### config.mk
export PLATFORM = sky130hd
export DESIGN_NAME = uart_tx_arbiter_of_verifla_flat
export DESIGN_NICKNAME = d
export VERILOG_FILES = /design/src/rtl/uart_tx_arbiter_of_verifla_pkg.sv /design/src/rtl/uart_tx_arbiter_of_verifla_if.sv /design/src/rtl/uart_tx_arbiter_of_verifla.sv /design/src/flat_wrapper.sv
export SDC_FILE = /design/constraint.sdc
export NUM_CORES = 1
export LEC_CHECK = 0
export CELL_PAD_IN_SITES_DETAIL_PLACEMENT = 1
export CELL_PAD_IN_SITES_GLOBAL_PLACEMENT = 1
export CORE_MARGIN = 5
export CORE_UTILIZATION = 38
export CTS_CLUSTER_DIAMETER = 40
export DETAILED_ROUTE_END_ITERATION = 7
export PLACE_DENSITY = 0.83
export SYNTH_ARGS = -nofsm -noshare
export SYNTH_HDL_FRONTEND = slang
export SYNTH_SLANG_ARGS = --single-unit
export TNS_END_PERCENT = 5
### constraint.sdc
create_clock -name clk -period 2.5 [get_ports clk]
set_clock_uncertainty 0.1 [all_clocks]
set_input_delay 0.375 -clock clk [delete_from_list [all_inputs] [get_ports clk]]
set_output_delay 0.375 -clock clk [all_outputs]
set_load 0.03 [all_outputs]
### src/rtl/uart_tx_arbiter_of_verifla_pkg.sv
// uart_tx_arbiter_of_verifla_pkg: arbiter state encodings, requester indices and default limits
package uart_tx_arbiter_of_verifla_pkg;
  typedef enum logic [2:0] {IDLE, START, WAIT_BUSY, WAIT_IDLE, NEXT} arb_state_e;
  localparam int GAP_LIMIT_DEF = 255;
  localparam int GAP_BITS_DEF = 8;
  localparam logic REQ0 = 1'b0;
  localparam logic REQ1 = 1'b1;
  function automatic logic [1:0] onehot(input logic idx);
    return idx == REQ1 ? 2'b10 : 2'b01;
  endfunction
endpackage

### src/rtl/uart_tx_arbiter_of_verifla_if.sv
// uart_tx_arbiter_of_verifla_if: requester byte streams plus UART transmit handshake
interface uart_tx_arbiter_of_verifla_if;
  logic       req0_valid;
  logic [7:0] req0_data;
  logic       req0_last;
  logic       req0_ack;
  logic       req1_valid;
  logic [7:0] req1_data;
  logic       req1_last;
  logic       req1_ack;
  logic       xmit_doneH;
  logic       xmitH;
  logic [7:0] xmit_dataH;
  logic [1:0] grant;
  logic       gap_error;
  modport master (
    output req0_valid, req0_data, req0_last, req1_valid, req1_data, req1_last, xmit_doneH,
    input  req0_ack, req1_ack, xmitH, xmit_dataH, grant, gap_error
  );
  modport slave (
    input  req0_valid, req0_data, req0_last, req1_valid, req1_data, req1_last, xmit_doneH,
    output req0_ack, req1_ack, xmitH, xmit_dataH, grant, gap_error
  );
endinterface

### src/rtl/uart_tx_arbiter_of_verifla.sv
// uart_tx_arbiter_of_verifla: packet-level round-robin sharing of one UART transmitter
// between the capture dump (req 0) and the status responder (req 1).
module uart_tx_arbiter_of_verifla
  import uart_tx_arbiter_of_verifla_pkg::*;
#(
  parameter int GAP_LIMIT = GAP_LIMIT_DEF,
  parameter int GAP_BITS  = GAP_BITS_DEF
) (
  input logic clk,
  input logic rst_l,
  uart_tx_arbiter_of_verifla_if.slave bus
);
  localparam logic [GAP_BITS-1:0] CNT_MAX = GAP_BITS'(GAP_LIMIT - 1);
  arb_state_e state_q;
  logic [GAP_BITS-1:0] cnt_q, cnt_d;
  logic owner_q, last_winner_q, last_q, xmit_q, gap_err_q;
  logic [7:0] data_q;
  logic [1:0] ack_q, grant_q, vld;
  logic win_d, own_vld;
  assign vld     = {bus.req1_valid, bus.req0_valid};
  assign win_d   = &vld ? ~last_winner_q : vld[REQ1];
  assign own_vld = owner_q ? bus.req1_valid : bus.req0_valid;
  assign cnt_d   = cnt_q + 1'b1;
  // The ack cycle is skipped in IDLE/NEXT: the requester still shows the acked byte then.
  always_ff @(posedge clk or negedge rst_l) begin
    if (!rst_l) begin
      state_q       <= IDLE;
      cnt_q         <= '0;
      owner_q       <= REQ0;
      last_winner_q <= REQ1;
      last_q        <= 1'b0;
      xmit_q        <= 1'b0;
      gap_err_q     <= 1'b0;
      data_q        <= 8'h00;
      ack_q         <= 2'b00;
      grant_q       <= 2'b00;
    end else begin
      xmit_q <= 1'b0;
      ack_q  <= 2'b00;
      unique case (state_q)
        IDLE: if (bus.xmit_doneH && |vld && !(|ack_q)) begin
          owner_q       <= win_d;
          last_winner_q <= win_d;
          grant_q       <= onehot(win_d);
          data_q        <= win_d ? bus.req1_data : bus.req0_data;
          last_q        <= win_d ? bus.req1_last : bus.req0_last;
          xmit_q        <= 1'b1;
          cnt_q         <= '0;
          state_q       <= START;
        end
        START: begin
          cnt_q   <= '0;
          state_q <= WAIT_BUSY;
        end
        WAIT_BUSY: if (!bus.xmit_doneH) begin
          cnt_q   <= '0;
          state_q <= WAIT_IDLE;
        end else if (cnt_q == CNT_MAX) begin
          xmit_q  <= 1'b1;
          cnt_q   <= '0;
          state_q <= START;
        end else cnt_q <= cnt_d;
        WAIT_IDLE: if (bus.xmit_doneH) begin
          ack_q   <= grant_q;
          cnt_q   <= '0;
          grant_q <= last_q ? 2'b00 : grant_q;
          state_q <= last_q ? IDLE : NEXT;
        end
        NEXT: if (!(|ack_q)) begin
          if (own_vld) begin
            data_q  <= owner_q ? bus.req1_data : bus.req0_data;
            last_q  <= owner_q ? bus.req1_last : bus.req0_last;
            xmit_q  <= 1'b1;
            cnt_q   <= '0;
            state_q <= START;
          end else if (cnt_q == CNT_MAX) begin
            gap_err_q <= 1'b1;
            grant_q   <= 2'b00;
            cnt_q     <= '0;
            state_q   <= IDLE;
          end else cnt_q <= cnt_d;
        end
        default: state_q <= IDLE;
      endcase
    end
  end
  assign bus.xmitH      = xmit_q;
  assign bus.xmit_dataH = data_q;
  assign bus.grant      = grant_q;
  assign bus.gap_error  = gap_err_q;
  assign bus.req0_ack   = ack_q[0];
  assign bus.req1_ack   = ack_q[1];
endmodule

### src/flat_wrapper.sv
// flat-port wrapper written by rule: the top's interface ports become plain ports
module uart_tx_arbiter_of_verifla_flat import uart_tx_arbiter_of_verifla_pkg::*;
#(
  parameter int GAP_LIMIT = GAP_LIMIT_DEF,
  parameter int GAP_BITS  = GAP_BITS_DEF
)
  (clk, rst_l, bus_req0_valid, bus_req0_data, bus_req0_last, bus_req1_valid, bus_req1_data, bus_req1_last, bus_xmit_doneH, bus_req0_ack, bus_req1_ack, bus_xmitH, bus_xmit_dataH, bus_grant, bus_gap_error);
  uart_tx_arbiter_of_verifla_if bus_i ();
  input logic clk;
  input logic rst_l;
  input wire logic [$bits(bus_i.req0_valid)-1:0] bus_req0_valid;
  input wire logic [$bits(bus_i.req0_data)-1:0] bus_req0_data;
  input wire logic [$bits(bus_i.req0_last)-1:0] bus_req0_last;
  input wire logic [$bits(bus_i.req1_valid)-1:0] bus_req1_valid;
  input wire logic [$bits(bus_i.req1_data)-1:0] bus_req1_data;
  input wire logic [$bits(bus_i.req1_last)-1:0] bus_req1_last;
  input wire logic [$bits(bus_i.xmit_doneH)-1:0] bus_xmit_doneH;
  output wire logic [$bits(bus_i.req0_ack)-1:0] bus_req0_ack;
  output wire logic [$bits(bus_i.req1_ack)-1:0] bus_req1_ack;
  output wire logic [$bits(bus_i.xmitH)-1:0] bus_xmitH;
  output wire logic [$bits(bus_i.xmit_dataH)-1:0] bus_xmit_dataH;
  output wire logic [$bits(bus_i.grant)-1:0] bus_grant;
  output wire logic [$bits(bus_i.gap_error)-1:0] bus_gap_error;
  assign bus_i.req0_valid = bus_req0_valid;
  assign bus_i.req0_data = bus_req0_data;
  assign bus_i.req0_last = bus_req0_last;
  assign bus_i.req1_valid = bus_req1_valid;
  assign bus_i.req1_data = bus_req1_data;
  assign bus_i.req1_last = bus_req1_last;
  assign bus_i.xmit_doneH = bus_xmit_doneH;
  assign bus_req0_ack = bus_i.req0_ack;
  assign bus_req1_ack = bus_i.req1_ack;
  assign bus_xmitH = bus_i.xmitH;
  assign bus_xmit_dataH = bus_i.xmit_dataH;
  assign bus_grant = bus_i.grant;
  assign bus_gap_error = bus_i.gap_error;
  uart_tx_arbiter_of_verifla #(.GAP_LIMIT(GAP_LIMIT), .GAP_BITS(GAP_BITS)) u_core (.clk(clk), .rst_l(rst_l), .bus(bus_i));
endmodule
==> results of run 1 <==
-- final cells by class --
| type | count | area [um2] | area share |
|---|---|---|---|
| timing repair buffer | 43 | 413 | 0.204 |
| inverter | 6 | 22.5 | 0.0111 |
| multi-input combinational | 98 | 766 | 0.379 |
| sequential | 28 | 702 | 0.347 |
| tap | 50 | 62.6 | 0.0310 |
| clock buffer | 4 | 55.1 | 0.0272 |
-- power groups by stage --
stage	combinational, mW	sequential, mW	clock [mW]
final	1.03	0.729	0.289
after global routing	1.12	0.755	0.315
after detailed placement	1.03	0.737	0
after floorplan	0.477	0.887	0
after global placement	1.00	0.722	0
after CTS	1.04	0.730	0.297
-- sequential cells by signal, indices dropped and copies added, names as in the netlist --
register / cells
u_core.bus.xmitH: 1
u_core.ack_q: 2
u_core.bus.xmit_dataH: 8
u_core.last_q: 1
u_core.cnt_q: 8
u_core.bus.grant: 2
u_core.last_winner_q: 1
u_core.owner_q: 1
u_core.bus.gap_error: 1
u_core.state_q: 3
-- stage by stage --
stage / total power, mW / cells
floorplan: 1.36 / 135
global route: 2.19 / 229
finish: 2.05 / 229
CTS: 2.07 / 229
global placement: 1.73 / 225
detailed placement: 1.77 / 225
-- layer usage --
metal  GRT usage  share of wire
met1       0.201           0.42
met2       0.264           0.49
met3      0.0510          0.068
met4      0.0471          0.015
met5           0              0
-- cells in the mapped netlist (2+ instances only) --
| cell | n |
|---|---|
| or2_2 | 2 |
| nand2_1 | 5 |
| dfrtp_1 | 27 |
| mux2_2 | 17 |
| nand2b_1 | 2 |
| nor2_1 | 6 |
| and2_1 | 3 |
| nand4_1 | 4 |
| a21oi_1 | 11 |
| o31ai_1 | 6 |
| o22ai_1 | 3 |
| or4_1 | 6 |
| mux2_1 | 5 |
| inv_1 | 6 |
| ha_1 | 2 |
| nor3_1 | 2 |
| o21ai_0 | 6 |
-- logic make-up (layout without fill, tap and decap cells) --
logic type | Yosys count | after routing
buffers and inverters | 9 | 53
and+or+nand+nor | 38 | 38
AOI/OAI and AO/OA | 34 | 34
adders and majority gates | 2 | 2
DFF | 28 | 28
muxes | 24 | 24
-- worst paths after layout --
check	start	endpoint	slack, ns	depth (start not counted)
worst min-delay path	rst_l	u_core.bus.gap_error$_DFFE_PN0P_	0.36	2
worst min register to register	u_core.bus.xmit_dataH[7]$_DFFE_PN0P_	u_core.bus.xmit_dataH[7]$_DFFE_PN0P_	0.42	1
worst max register to register	u_core.state_q[2]$_DFFE_PN0P_	u_core.bus.xmit_dataH[2]$_DFFE_PN0P_	0.25	4
min in group clk	u_core.bus.xmit_dataH[7]$_DFFE_PN0P_	u_core.bus.xmit_dataH[7]$_DFFE_PN0P_	0.42	1
max in group asynchronous	rst_l	u_core.last_winner_q$_DFFE_PN1P_	1.63	2
worst max-delay path	u_core.state_q[2]$_DFFE_PN0P_	u_core.bus.xmit_dataH[2]$_DFFE_PN0P_	0.25	4
-- worst max-delay path, delay by kind of cell, from the launching register on --
family / cells / cell delay (ns)
multiplexers: 3 / 1.02
AND/OR/NAND/NOR: 1 / 0.52
flip-flops: 1 / 0.49
==> impl_metrics.ini, run 1 <==
[outcome]
result_of_the_run = completed

[routing]
drt_first_pass_iters = 4
drt-wirelength-per-cell_um = 17.0
routed-via-count = 1293
drt_drc_violations_left = 0
dr.first_iter.drc_count = 99
postRouteWirelength_um = 3880
ant_nets = 0
detail_route.vias_per_cell = 5.65

[global_route]
pin_count_of_the_biggest_net_entering_global_routing = 29
grt_pass1_vias = 1391
global_route_wire_length_before_repair_um = 6750
number_of_antenna_violations_at_the_first_check_in_global_routing = 0
grt_overflow = 0
grt_util_all_layers = 0.161

[synth]
synth_largest_type_area_fraction = 0.447
yosysTopAreaCell = dfrtp_1
synth_cell_type_count = 39
synthCells = 135
synth_compound_gate_area_share = 0.145
synth.yosys.seq_area_share = 0.465
synth_top_cells_by_area = dfrtp_1, mux2_2, mux2_1
synthMuxAreaShare = 0.186
synth.net_count = 160
synth-simple-area-share = 0.160
yosys_warnings = 0
synth_top_family_by_area = multiplexers
count_of_flip_flops_with_a_built_in_enable_after_synthesis = 0
mapped_cell_area_um2 = 1510
average_cell_area_after_synthesis_um2 = 11.2
ys_async_sr_fraction = 1.00
yosys.area_share.xor_xnor = 0
number_of_synthesized_register_bits = 28
synth_ff_type = dfrtp_1
synth_adder_area_share = 0.0166

[critical_path]
start_kind = flop
critPathMaxStageDelay_ns = 0.52
cp_cell_sequence = or3b_1, mux2i_4, mux2_1, mux2_2
worst_setup_path_end_kind = flop
arrival_ns = 2.31
crit_slowest_cell = or3b_1
crit_fanout = 9
worstPathRequired_ns = 2.57
crit_type = reg -> reg

[floorplan]
fp-row-count = 23
floorplan.die.width_um = 73.0
coreArea_um2 = 3910
num_io_pins = 37
die-height_um = 73.0
floorplan.initialDensity = 0.386
design.die.area_um2 = 5330

[timing]
whs_ns = 0.357
max_slew.worst_pin.slew_ns = 0.736
max_clock_freq_mhz = 445
slew-limit-headroom = 0.506
fin_crit_sh = 0.899
setup_repair_after_global_routing_missed_its_margin = no
finalWorstSetupSlack_ns = 0.253
final-hold-violation-count = 0
min_period_ns = 2.25
timing.final.setup_violations = 0
timing.final.max_slew_violations = 0
fin_setup_tns_ns = 0

[final_layout]
fin_util = 0.516
antenna_cells = 0
nets = 205
layout.cells.most_common_list = clkdlybuf4s50_1, dfrtp_1, mux2_2
layout-area-overhead-vs-synth_pct = 33.8
finalInstanceArea_um2 = 2020
final_common_cell = clkdlybuf4s50_1
drive_above_1_share = 0.207
filler_cell_count = 439

[hold_path]
min_path_type = in -> async

[clock_tree]
cts.root.buffer_cell = clkbuf_8
cts_tree = built
buffers_inserted_during_post_cts_setup_optimization = 0
cts.repair.resized = 0
cts-buffers-inserted = 3
cts_max_level = 1
clockBufferDepth = 2
worst_skew_pair_later_pin_latency_ns = 0.28
clkTransAtPathRegs_ns = 0.10
post_cts_hold_buffer_count = 0
cts.sinks = 28

[power_and_ir_drop]
power.share.clock = 0.141
power.share.sequential = 0.356
swShare = 0.403
cellInternalPower_mw = 1.22
power.net_switching_mw = 0.824
combPwrFrac = 0.503
power.density_cell_area_nw_per_um2 = 1010
power.static_leakage_nw = 0.816
vdd_drop_max_uv = 471

[job]
max-cap-violations = 0

[placement]
pre_cts_slack_ns = 0.126
dp_hpwl_um = 2980
gp_routability_congestion = 0.849
cell_area_placed_um2 = 1970
number_of_buffer_cells_added_on_primary_ports = 36
Note: power is estimated with default switching activity, not from simulation.
==> inputs of run 2 (changes only) <==
--- a/config.mk
+++ b/config.mk
@@ -11,6 +11,7 @@
 export CORE_UTILIZATION = 38
 export CTS_CLUSTER_DIAMETER = 40
 export DETAILED_ROUTE_END_ITERATION = 7
+export MAX_ROUTING_LAYER = met4
 export PLACE_DENSITY = 0.83
 export SYNTH_ARGS = -nofsm -noshare
 export SYNTH_HDL_FRONTEND = slang
==> impl_metrics.ini, run 2 (synthesis gave the netlist of run 1 again) <==
[critical_path]
worstPathRequired_ns = 2.57
arrival_ns = 2.31
cp_cell_sequence = or3b_1, mux2i_4, mux2_1, mux2_2
crit_type = reg -> reg
crit_fanout = 9
critPathMaxStageDelay_ns = 0.51
crit_slowest_cell = or3b_1
worst_setup_path_end_kind = flop
start_kind = flop

[global_route]
grt_pass1_vias = 1396
grt_overflow = 0
grt_util_all_layers = 0.166
global_route_wire_length_before_repair_um = 6730
pin_count_of_the_biggest_net_entering_global_routing = 29
number_of_antenna_violations_at_the_first_check_in_global_routing = 0

[placement]
gp_routability_congestion = 0.863
dp_hpwl_um = 2980
number_of_buffer_cells_added_on_primary_ports = 36
pre_cts_slack_ns = 0.126
cell_area_placed_um2 = 1970

[power_and_ir_drop]
power.static_leakage_nw = 0.816
vdd_drop_max_uv = 475
finalPower_mw = 2.05
power.density_cell_area_nw_per_um2 = 1010

[floorplan]
floorplan.initialDensity = 0.386
design.die.area_um2 = 5330
coreArea_um2 = 3910
die-height_um = 73.0
floorplan.die.width_um = 73.0
fp-row-count = 23
num_io_pins = 37

[timing]
timing.final.setup_violations = 0
slew-limit-headroom = 0.491
max_clock_freq_mhz = 446
setup_repair_after_global_routing_missed_its_margin = no
timing.final.max_slew_violations = 0
final-hold-violation-count = 0
max_slew.worst_pin.slew_ns = 0.759
min_period_ns = 2.24
fin_crit_sh = 0.897
fin_setup_tns_ns = 0
finalWorstSetupSlack_ns = 0.257

[routing]
dr.first_iter.drc_count = 100
postRouteWirelength_um = 3920
detail_route.vias_per_cell = 5.63
drt_first_pass_iters = 4
routed-via-count = 1289
drt_drc_violations_left = 0
drt-wirelength-per-cell_um = 17.1
ant_nets = 0

[clock_tree]
cts-buffers-inserted = 3
cts.root.buffer_cell = clkbuf_8
worst_skew_pair_later_pin_latency_ns = 0.28
clkTransAtPathRegs_ns = 0.10
cts.repair.resized = 0
clockBufferDepth = 2
cts_tree = built
cts.sinks = 28
buffers_inserted_during_post_cts_setup_optimization = 0
post_cts_hold_buffer_count = 0
cts_max_level = 1

[hold_path]
min_path_type = in -> async

[outcome]
result_of_the_run = completed

[final_layout]
layout.cells.most_common_list = clkdlybuf4s50_1, dfrtp_1, mux2_2
final_common_cell = clkdlybuf4s50_1
layout-area-overhead-vs-synth_pct = 33.8
drive_above_1_share = 0.207
filler_cell_count = 439
nets = 205
finalInstanceArea_um2 = 2020
fin_util = 0.516
antenna_cells = 0

[job]
max-cap-violations = 0
[run 2: cell counts in the layout (fill, tap and decap cells not counted)]
No cell type changed its count.
[run 2: final cells by class]
class / instances / area, um2 / area share
clock buffers: 4 / 55.1 / 0.0272
inverters: 6 / 22.5 / 0.0111
multi-input cells: 98 / 766 / 0.379
flip-flops and latches: 28 / 702 / 0.347
well taps: 50 / 62.6 / 0.0310
repair buffers: 43 / 413 / 0.204
[run 2: worst max-delay path: cells and delay by family (launching register included)]
| family | cells | cell delay [ns] |
|---|---|---|
| flops | 1 | 0.48 |
| mux | 3 | 1.02 |
| simple gates | 1 | 0.51 |
[run 2: final timing paths]
check | start | to | slack (ns) | cells after the start
max | u_core.state_q[2]$_DFFE_PN0P_ | u_core.bus.xmit_dataH[2]$_DFFE_PN0P_ | 0.26 | 4
min | rst_l | u_core.bus.gap_error$_DFFE_PN0P_ | 0.36 | 2
max reg2reg | u_core.state_q[2]$_DFFE_PN0P_ | u_core.bus.xmit_dataH[2]$_DFFE_PN0P_ | 0.26 | 4
min reg2reg | u_core.bus.xmit_dataH[7]$_DFFE_PN0P_ | u_core.bus.xmit_dataH[7]$_DFFE_PN0P_ | 0.42 | 1
max in group asynchronous | rst_l | u_core.last_winner_q$_DFFE_PN1P_ | 1.63 | 2
min in group clk | u_core.bus.xmit_dataH[7]$_DFFE_PN0P_ | u_core.bus.xmit_dataH[7]$_DFFE_PN0P_ | 0.42 | 1
[run 2: routing by layer]
metal,vias up,GRT usage,share of wire
met2,43,0.264,0.49
met4,0,0.0471,0.016
li1,595,-,-
met5,-,-,0
met3,9,0.0427,0.056
met1,642,0.207,0.44
[run 2: stage by stage]
| step | hold WS (ns) | std cells |
|---|---|---|
| 2_1_floorplan | -0.0206 | 135 |
| 3_3_place_gp | 0.378 | 225 |
| 3_5_place_dp | 0.370 | 225 |
| 4_1_cts | 0.377 | 229 |
| 5_1_grt | 0.392 | 229 |
| 6_report | 0.358 | 229 |
[run 2: where the power goes]
group	switching (mW)	internal, mW
clock	0.148	0.141
sequential	0.127	0.601
combinational	0.552	0.480
total	0.828	1.22
==> inputs of run 3 (changes only) <==
--- a/config.mk
+++ b/config.mk
@@ -13,6 +13,7 @@
 export DETAILED_ROUTE_END_ITERATION = 7
 export MAX_ROUTING_LAYER = met4
 export PLACE_DENSITY = 0.83
+export SETUP_SLACK_MARGIN = 0.5
 export SYNTH_ARGS = -nofsm -noshare
 export SYNTH_HDL_FRONTEND = slang
 export SYNTH_SLANG_ARGS = --single-unit
==> impl_metrics.ini, run 3 (synthesis gave the netlist of run 1 again) <==
[outcome]
result_of_the_run = completed

[routing]
detail_route.vias_per_cell = 5.74
drt-wirelength-per-cell_um = 19.1
routed-via-count = 1366
postRouteWirelength_um = 4550
drt_drc_violations_left = 0
dr.first_iter.drc_count = 66
drt_first_pass_iters = 4
ant_nets = 0

[clock_tree]
worst_skew_pair_later_pin_latency_ns = 0.28
clkTransAtPathRegs_ns = 0.10
cts.sinks = 28
cts-buffers-inserted = 3
clockBufferDepth = 2
cts_tree = built
cts.root.buffer_cell = clkbuf_8
cts_max_level = 1

[final_layout]
layout.cells.most_common_list = clkdlybuf4s50_1, dfrtp_1, mux2_2
filler_cell_count = 439
finalInstanceArea_um2 = 2130
antenna_cells = 0
layout-area-overhead-vs-synth_pct = 41.3
finish.cell_count_without_fillers = 238
drive_above_1_share = 0.282
final_common_cell = clkdlybuf4s50_1
fin_util = 0.545
nets = 214

[placement]
pre_cts_slack_ns = 0.0596
numPlacedInstances = 224
dp_hpwl_um = 2980
cell_area_placed_um2 = 1960
gp_routability_congestion = 0.873
number_of_buffer_cells_added_on_primary_ports = 36

[critical_path]
r2r-start = u_core.state_q[0]$_DFFE_PN0P_
critPathMaxStageDelay_ns = 0.44
reg2reg_slack_ns = 0.45
cpLargestDelayFamily = multiplexers
arrival_ns = 2.12
start_kind = flop
worst_setup_path_end_kind = flop
worstSetupStartpoint = u_core.state_q[0]$_DFFE_PN0P_
worst_r2r_path_depth = 5
critical_path.most_common_cell = mux2_2
worstPathRequired_ns = 2.57
crit_slowest_cell = dfrtp_2
cp_cell_sequence = or3b_4, mux2i_4, buf_12, mux2_2, mux2_2
crit_fanout = 9
worstPathBufferInverterCount = 1
crit_type = reg -> reg
regToRegEndpoint = u_core.last_q$_DFFE_PN0P_

[floorplan]
num_io_pins = 37
fp-row-count = 23
floorplan.initialDensity = 0.386
die-height_um = 73.0
floorplan.die.width_um = 73.0
design.die.area_um2 = 5330
coreArea_um2 = 3910

[timing]
whs_ns = 0.362
timing.final.setup_violations = 0
final-hold-violation-count = 0
min_period_ns = 2.05
fin_setup_tns_ns = 0
finalWorstSetupSlack_ns = 0.446
timing.final.max_slew_violations = 0
setup_repair_after_global_routing_missed_its_margin = yes
fin_crit_sh = 0.822
max_clock_freq_mhz = 487
slew-limit-headroom = 0.691
max_slew.worst_pin.slew_ns = 0.462

[hold_path]
min_path_type = in -> async

[job]
max-cap-violations = 0

[power_and_ir_drop]
finalPower_mw = 2.23
power.static_leakage_nw = 0.870
power.density_cell_area_nw_per_um2 = 1050
vdd_drop_max_uv = 519

[global_route]
number_of_antenna_violations_at_the_first_check_in_global_routing = 0
global_route_wire_length_before_repair_um = 7470
pin_count_of_the_biggest_net_entering_global_routing = 29
grt_util_all_layers = 0.184
grt_pass1_vias = 1496
grt_overflow = 0
[run 3: cell types whose count changed in the layout (fill, tap and decap cells not counted), sizes merged]
cell	delta
buf	+9
[run 3: worst register-to-register path: cells and delay by family, from the launching register on]
kind / cells / cell delay (ns)
buffers and inverters: 1 / 0.15
DFF: 1 / 0.44
muxes: 3 / 0.84
and+or+nand+nor: 1 / 0.42
[run 3: what timing repair did]
| item | 4_1_cts | 5_1_grt |
|---|---|---|
| setup endpoints to repair | 17 | 19 |
| buffers inserted | 8 | 2 |
| gates resized for setup | 10 | 1 |
| pin swaps | 2 | 2 |
| hold buffers | 0 | 0 |
[run 3: layer usage]
layer	GRT usage	vias to the layer above	share of wire	wire length (um)
li1	-	625	-	-
met1	0.237	681	0.43	1930
met2	0.303	53	0.51	2340
met3	0.0275	7	0.049	221
met4	0.0492	0	0.011	51
met5	-	-	0	0
[run 3: how the worst max path moves through the flow]
stage	end	slack (ns)	cells past startpoint
3_5_place_dp	u_core.bus.xmit_dataH[2]$_DFFE_PN0P_	0.06	5
6_report	u_core.last_q$_DFFE_PN0P_	0.45	5
4_1_cts	u_core.bus.xmit_dataH[2]$_DFFE_PN0P_	0.46	5
2_1_floorplan	u_core.bus.xmit_dataH[0]$_DFFE_PN0P_	0.44	5
3_3_place_gp	u_core.cnt_q[2]$_DFFE_PN0P_	0.15	5
5_1_grt	u_core.cnt_q[0]$_DFFE_PN0P_	0.39	6
[run 3: power by group]
part / internal, mW / switching, mW / leakage [nW] / total [mW]
Combinational: 0.575 / 0.645 / 0.486 / 1.22
Sequential: 0.606 / 0.122 / 0.355 / 0.728
Clock: 0.141 / 0.143 / 0.0288 / 0.284
Total: 1.32 / 0.909 / 0.870 / 2.23
[run 3: layout make-up]
| class | count | area, um2 | area share |
|---|---|---|---|
| Clock buffer | 4 | 55.1 | 0.0258 |
| Inverter | 6 | 22.5 | 0.0106 |
| Multi-Input combinational cell | 98 | 792 | 0.371 |
| Sequential cell | 28 | 706 | 0.331 |
| Tap cell | 50 | 62.6 | 0.0293 |
| Timing Repair Buffer | 52 | 497 | 0.233 |
==> variant 1: new RTL, config.mk and constraints of run 3 <==
`GAP_LIMIT_DEF`: 255 -> 127.
--- a/src/rtl/uart_tx_arbiter_of_verifla_pkg.sv
+++ b/src/rtl/uart_tx_arbiter_of_verifla_pkg.sv
@@ -1,7 +1,7 @@
 // uart_tx_arbiter_of_verifla_pkg: arbiter state encodings, requester indices and default limits
 package uart_tx_arbiter_of_verifla_pkg;
   typedef enum logic [2:0] {IDLE, START, WAIT_BUSY, WAIT_IDLE, NEXT} arb_state_e;
-  localparam int GAP_LIMIT_DEF = 255;
+  localparam int GAP_LIMIT_DEF = 127;
   localparam int GAP_BITS_DEF = 8;
   localparam logic REQ0 = 1'b0;
   localparam logic REQ1 = 1'b1;
Function: same outputs for any inputs over 10 cycles, from zero or initial values and one cycle with rst_l low; that may be too few to reach the edited logic, so the function may still have changed.
==> variant 1 against run 3 <==
  * Wire length decreased by 1.8%
  * Sequential cell count is the same
  * Total power fell by 6.8%
  * Utilization grew 0.48 points
  * Synthesized cell count grew 13%
  * Critical path type is now in2reg
  * Design area decreased by 4.2%
  * Synthesized area fell by 2.2%
  * First-iteration DRC count increased by 44%
  * Worst setup slack better by 0.018 ns
  * Die area shrank 1.9%
  * Combinational power shrank 16%
  * Clock power is 3% higher
==> variant 1: results (changes against run 3) <==
Run status:
- Result of the run: finished clean (unchanged).

Timing:
- The worst max-slew margin expressed relative to the limit is 0.658 (was 0.691).
- The final count of hold timing violations is 0 (unchanged).

Logic synthesis:
- The number of unique standard cell types used by synthesis is 37 (was 39).
- Top area cells in the synthesized netlist: sky130_fd_sc_hd__dfrtp_1 (46%), sky130_fd_sc_hd__o21ai_1 (6.4%), sky130_fd_sc_hd__mux2i_1 (6.1%), sky130_fd_sc_hd__nand2_1 (5.8%), sky130_fd_sc_hd__a22o_1 (3.6%) (was sky130_fd_sc_hd__dfrtp_1 (45%), sky130_fd_sc_hd__mux2_2 (13%), sky130_fd_sc_hd__mux2_1 (3.7%), sky130_fd_sc_hd__a21oi_1 (3.6%), sky130_fd_sc_hd__o31ai_1 (3.0%)).
- Synth top cells by count: sky130_fd_sc_hd__dfrtp_1 (27), sky130_fd_sc_hd__nand2_1 (23), sky130_fd_sc_hd__o21ai_1 (19) (was sky130_fd_sc_hd__dfrtp_1 (27), sky130_fd_sc_hd__mux2_2 (17), sky130_fd_sc_hd__a21oi_1 (11)).
- The mux share of post-synthesis cell area is 0.0914 (was 0.186).
- The adder and majority gate portion of the synthesized area is 0.0169 (was 0.0166).
- The share of the synthesized area in compound gates (AO/OA/AOI/OAI) is 0.167 (was 0.145).
- The net count of the mapped netlist was 177 (was 160).
- The register area share after synthesis is 0.475 (was 0.465).

CTS:
- The library cell used as clock root buffer is sky130_fd_sc_hd__clkbuf_8 (unchanged).
- The clock buffer count from CTS is 3 (unchanged).
- The clock transition at the registers of the reported paths is 0.10 ns (about the same).
- The latest clock arrival within the worst-skew pair is 0.28 ns (about the same).
- The total number of H-tree levels is 1 (unchanged).

Critical path:
- STA puts the critical path data arrival time at about 2.1 ns.
- The critical-path maximum fanout was 4 (was 9).

Pwr:
- The highest ir drop seen on vdd is 0.000498 V (was 0.000519 V).
- The switching power share of the total came to 0.433 (was 0.407).
- The standby leakage power is 0.913 nW (was 0.870 nW).
- The internal power contribution was 1.18 mW (was 1.32 mW).

Placement:
- The quantity of I/O buffers inserted on ports is 36 (unchanged).
- The minimum setup slack after placement is 0.168 ns (was 0.0596 ns).
- The post-detailed-placement half-perimeter wirelength came to 3.21 mm (was 2.98 mm).
- The cell area after placement came to 0.00189 mm^2 (was 0.00196 mm^2).
- The weighted congestion at the end of routability-driven global placement was 0.902 (was 0.873).

Route:
- The total number of vias is 1390 (was 1366).
- The number of DRC markers in iteration 0 is 95 (was 66).
- The iteration count of the initial detailed-routing pass is 4 (unchanged).
- The routed wire length per instance is 18.2 um (was 19.1 um).

Global route:
- The initial antenna violation count came to 0 (unchanged).
- The global-route wire length before repair came to 7.08 mm (was 7.47 mm).
- The maximum number of pins on one net before global-route repair came to 29 (unchanged).
- The via count of the first global-routing pass is 1489 (was 1496).
- The total global-route track usage was 0.179 (was 0.184).

Worst hold path:
- The worst min-delay path category was in2async (unchanged).

Finish:
- The number of diodes added for antenna fixing came to 0 (unchanged).
- The final net count is 223 (was 214).
- The layout cell share with drive strength beyond 1 is 0.157 (was 0.282).
- The count of filler cells inserted in the layout is 415 (was 439).
## variant 1: what timing repair did
action | 4_1_cts | 5_1_grt
pin swaps | 0 | 5
buffers inserted | 0 | 6
hold buffers | 0 | 0
resized for setup | 3 | 10
endpoints found under the setup margin | 19 | 17
## variant 1: cell type report
cell class              count  area, um^2  share of cell area
clock buffers               4        55.1              0.0269
inverters                   4        15.0             0.00734
multi-input cells         116         779               0.381
flip-flops and latches     28         704               0.345
well taps                  48        60.1              0.0294
repair buffers             45         430               0.211
## variant 1: cell families after synthesis
kind of cell / after synthesis
buf+inv: 8
simple gates: 65
compound gates: 37
mux: 12
fa+ha+maj: 2
flops: 28
## variant 1: worst paths after layout
path                                                  start                                   end  slack [ns]  cells past startpoint
hold / removal                                        rst_l  u_core.bus.xmit_dataH[7]$_DFFE_PN0P_        0.36                      2
setup reg to reg              u_core.state_q[1]$_DFFE_PN0P_       u_core.bus.grant[0]$_DFFE_PN0P_        0.49                      5
min in group clk           u_core.last_winner_q$_DFFE_PN1P_      u_core.last_winner_q$_DFFE_PN1P_        0.38                      2
hold reg to reg            u_core.last_winner_q$_DFFE_PN1P_      u_core.last_winner_q$_DFFE_PN1P_        0.38                      2
setup / recovery                             bus_req0_valid       u_core.bus.grant[0]$_DFFE_PN0P_        0.46                      6
max in group asynchronous                             rst_l      u_core.last_winner_q$_DFFE_PN1P_        1.63                      2
## variant 1: routing by layer
layer	part of all wire	vias to the layer above	GRT usage	wire, um
met1	0.43	683	0.214	1920
met4	0.037	0	0.0856	167
li1	-	636	-	-
met2	0.49	54	0.291	2180
met3	0.044	17	0.0319	196
met5	0	-	-	0
## variant 1: stage by stage
step	hold slack, ns	instances
6_report	0.361	245
5_1_grt	0.408	245
4_1_cts	0.380	239
3_5_place_dp	0.369	235
3_3_place_gp	0.349	235
2_1_floorplan	-0.0206	152
## variant 1: power by group through the flow
stage          Clock [mW]  Sequential (mW)  Combinational [mW]
2_1_floorplan           0            0.858               0.495
3_3_place_gp            0            0.739               0.919
3_5_place_dp            0            0.749               0.958
4_1_cts             0.297            0.746               0.964
5_1_grt             0.322            0.778                1.13
6_report            0.292            0.755                1.03
## variant 1: critical path, cell delays in order
cell and delay (ns):
sky130_fd_sc_hd__clkdlybuf4s50_1 0.47, sky130_fd_sc_hd__nor3_1 0.48, sky130_fd_sc_hd__nor4_2 0.09, sky130_fd_sc_hd__a22oi_1 0.28, sky130_fd_sc_hd__a31oi_2 0.09, sky130_fd_sc_hd__mux2_1 0.33
==> variant 2: new RTL, flow settings as in run 3 <==
Made on the original files. Re-encode `arb_state_e` (5 states) as one-hot, 5 bits wide.
--- a/src/rtl/uart_tx_arbiter_of_verifla_pkg.sv
+++ b/src/rtl/uart_tx_arbiter_of_verifla_pkg.sv
@@ -1,6 +1,6 @@
 // uart_tx_arbiter_of_verifla_pkg: arbiter state encodings, requester indices and default limits
 package uart_tx_arbiter_of_verifla_pkg;
-  typedef enum logic [2:0] {IDLE, START, WAIT_BUSY, WAIT_IDLE, NEXT} arb_state_e;
+  typedef enum logic [4:0] {IDLE = 5'b00001, START = 5'b00010, WAIT_BUSY = 5'b00100, WAIT_IDLE = 5'b01000, NEXT = 5'b10000} arb_state_e;
   localparam int GAP_LIMIT_DEF = 255;
   localparam int GAP_BITS_DEF = 8;
   localparam logic REQ0 = 1'b0;
Function: no difference found for any inputs over 10 cycles, from zero or initial values and one cycle with rst_l low; not proved beyond that.
==> variant 2 against run 3 <==
  * Sequential cell count is 2 higher
  * Wire length is 3.7% higher
  * Count of clock-buffer cells in the layout is 3 higher
  * Design area is 5.0% higher
  * Synthesized area is 7.5% higher
  * Worst hold slack better by 0.015 ns
  * Clock power is 43% higher
  * Sequential power is 2% higher
  * Non-clock buffer count is 5 lower
  * Total power is 1.9% higher
  * Die area is 6.4% higher
  * Worst setup slack worse by 0.13 ns
  * Critical path depth is 2 higher
==> variant 2: results (changes against run 3) <==
Run status:
- Result of the run: finished clean (unchanged).

Timing:
- The worst slack on hold paths is 0.378 ns (was 0.362 ns).
- The setup slack of the critical path after layout is 0.317 ns (was 0.446 ns).

CTS:
- The clock transition at the registers of the reported paths is 0.07 ns (was 0.10 ns).
- The clock buffer count from CTS is 5 (was 3).
- The count of clock tree sinks is 30 (was 28).

Pwr:
- The net switching power is 893 uW (was 909 uW).
- The highest ir drop seen on vdd came to 0.000548 V (was 0.000519 V).
- The standby leakage power is 1.03 nW (was 0.870 nW).
- The fraction of power consumed by the clock network is 0.179 (was 0.127).

Global route:
- The met1 usage is 0.210 (was 0.237).
- The maximum number of pins on one net before global-route repair was 31 (was 29).

Finish:
- The count of placed standard cells in the final layout, fillers left out came to 251 (was 238).
- The number of combinational gates with multiple inputs came to 113 (was 98).
- The count of filler cells inserted in the layout is 438 (was 439).
- The proportion of cell area occupied by multi-input gates is 0.387 (was 0.371).
- The final design area excluding fillers came to 0.00224 mm^2 (was 0.00213 mm^2).
- The area share of buffers outside the clock network came to 0.203 (was 0.233).

Placement:
- The post-detailed-placement half-perimeter wirelength came to 3.49 mm (was 2.98 mm).
- The cell area after placement is 0.00208 mm^2 (was 0.00196 mm^2).

Critical path:
- The capture point of the worst reg-to-reg path is u_core.cnt_q[2]$_DFFE_PN0P_ (was u_core.last_q$_DFFE_PN0P_).
- The end of the critical path is u_core.bus.grant[0]$_DFFE_PN0P_ (was u_core.last_q$_DFFE_PN0P_).
- The arrival time reported for the critical path endpoint is 2.25 ns (was 2.12 ns).
- The critical-path maximum fanout came to 3 (was 9).

Route:
- The total number of vias is 1393 (was 1366).
- The wire length the detailed router placed on met1 was 1.87 mm (was 1.93 mm).

Logic synthesis:
- The net count of the mapped netlist is 176 (was 160).
- The mux share of post-synthesis cell area came to 0.0894 (was 0.186).
- The number of unique standard cell types used by synthesis is 49 (was 39).
- The post-synthesis share of cell area spent on xor and xnor gates was 0.00540 (was 0).
-- variant 2: cell types whose count changed in the layout (fill, tap and decap cells not counted), moves of 4 or more --
cell / delta
sky130_fd_sc_hd__nor2b_1: +4
sky130_fd_sc_hd__a22o_1: +4
sky130_fd_sc_hd__nand4_1: -4
sky130_fd_sc_hd__dfrtp_1: +4
sky130_fd_sc_hd__o31ai_1: -5
sky130_fd_sc_hd__mux2i_1: +9
sky130_fd_sc_hd__nand3_1: +4
sky130_fd_sc_hd__mux2_1: -4
sky130_fd_sc_hd__nor2_1: +11
sky130_fd_sc_hd__buf_4: -6
sky130_fd_sc_hd__a211o_1: +5
sky130_fd_sc_hd__or4_1: -6
sky130_fd_sc_hd__mux2_2: -16
-- variant 2: timing repair --
action                     CTS  global route
pin swaps                    5             2
hold endpoints to repair     0             0
setup endpoints to repair   19            20
gates resized for setup      4             4
setup buffers                2             2
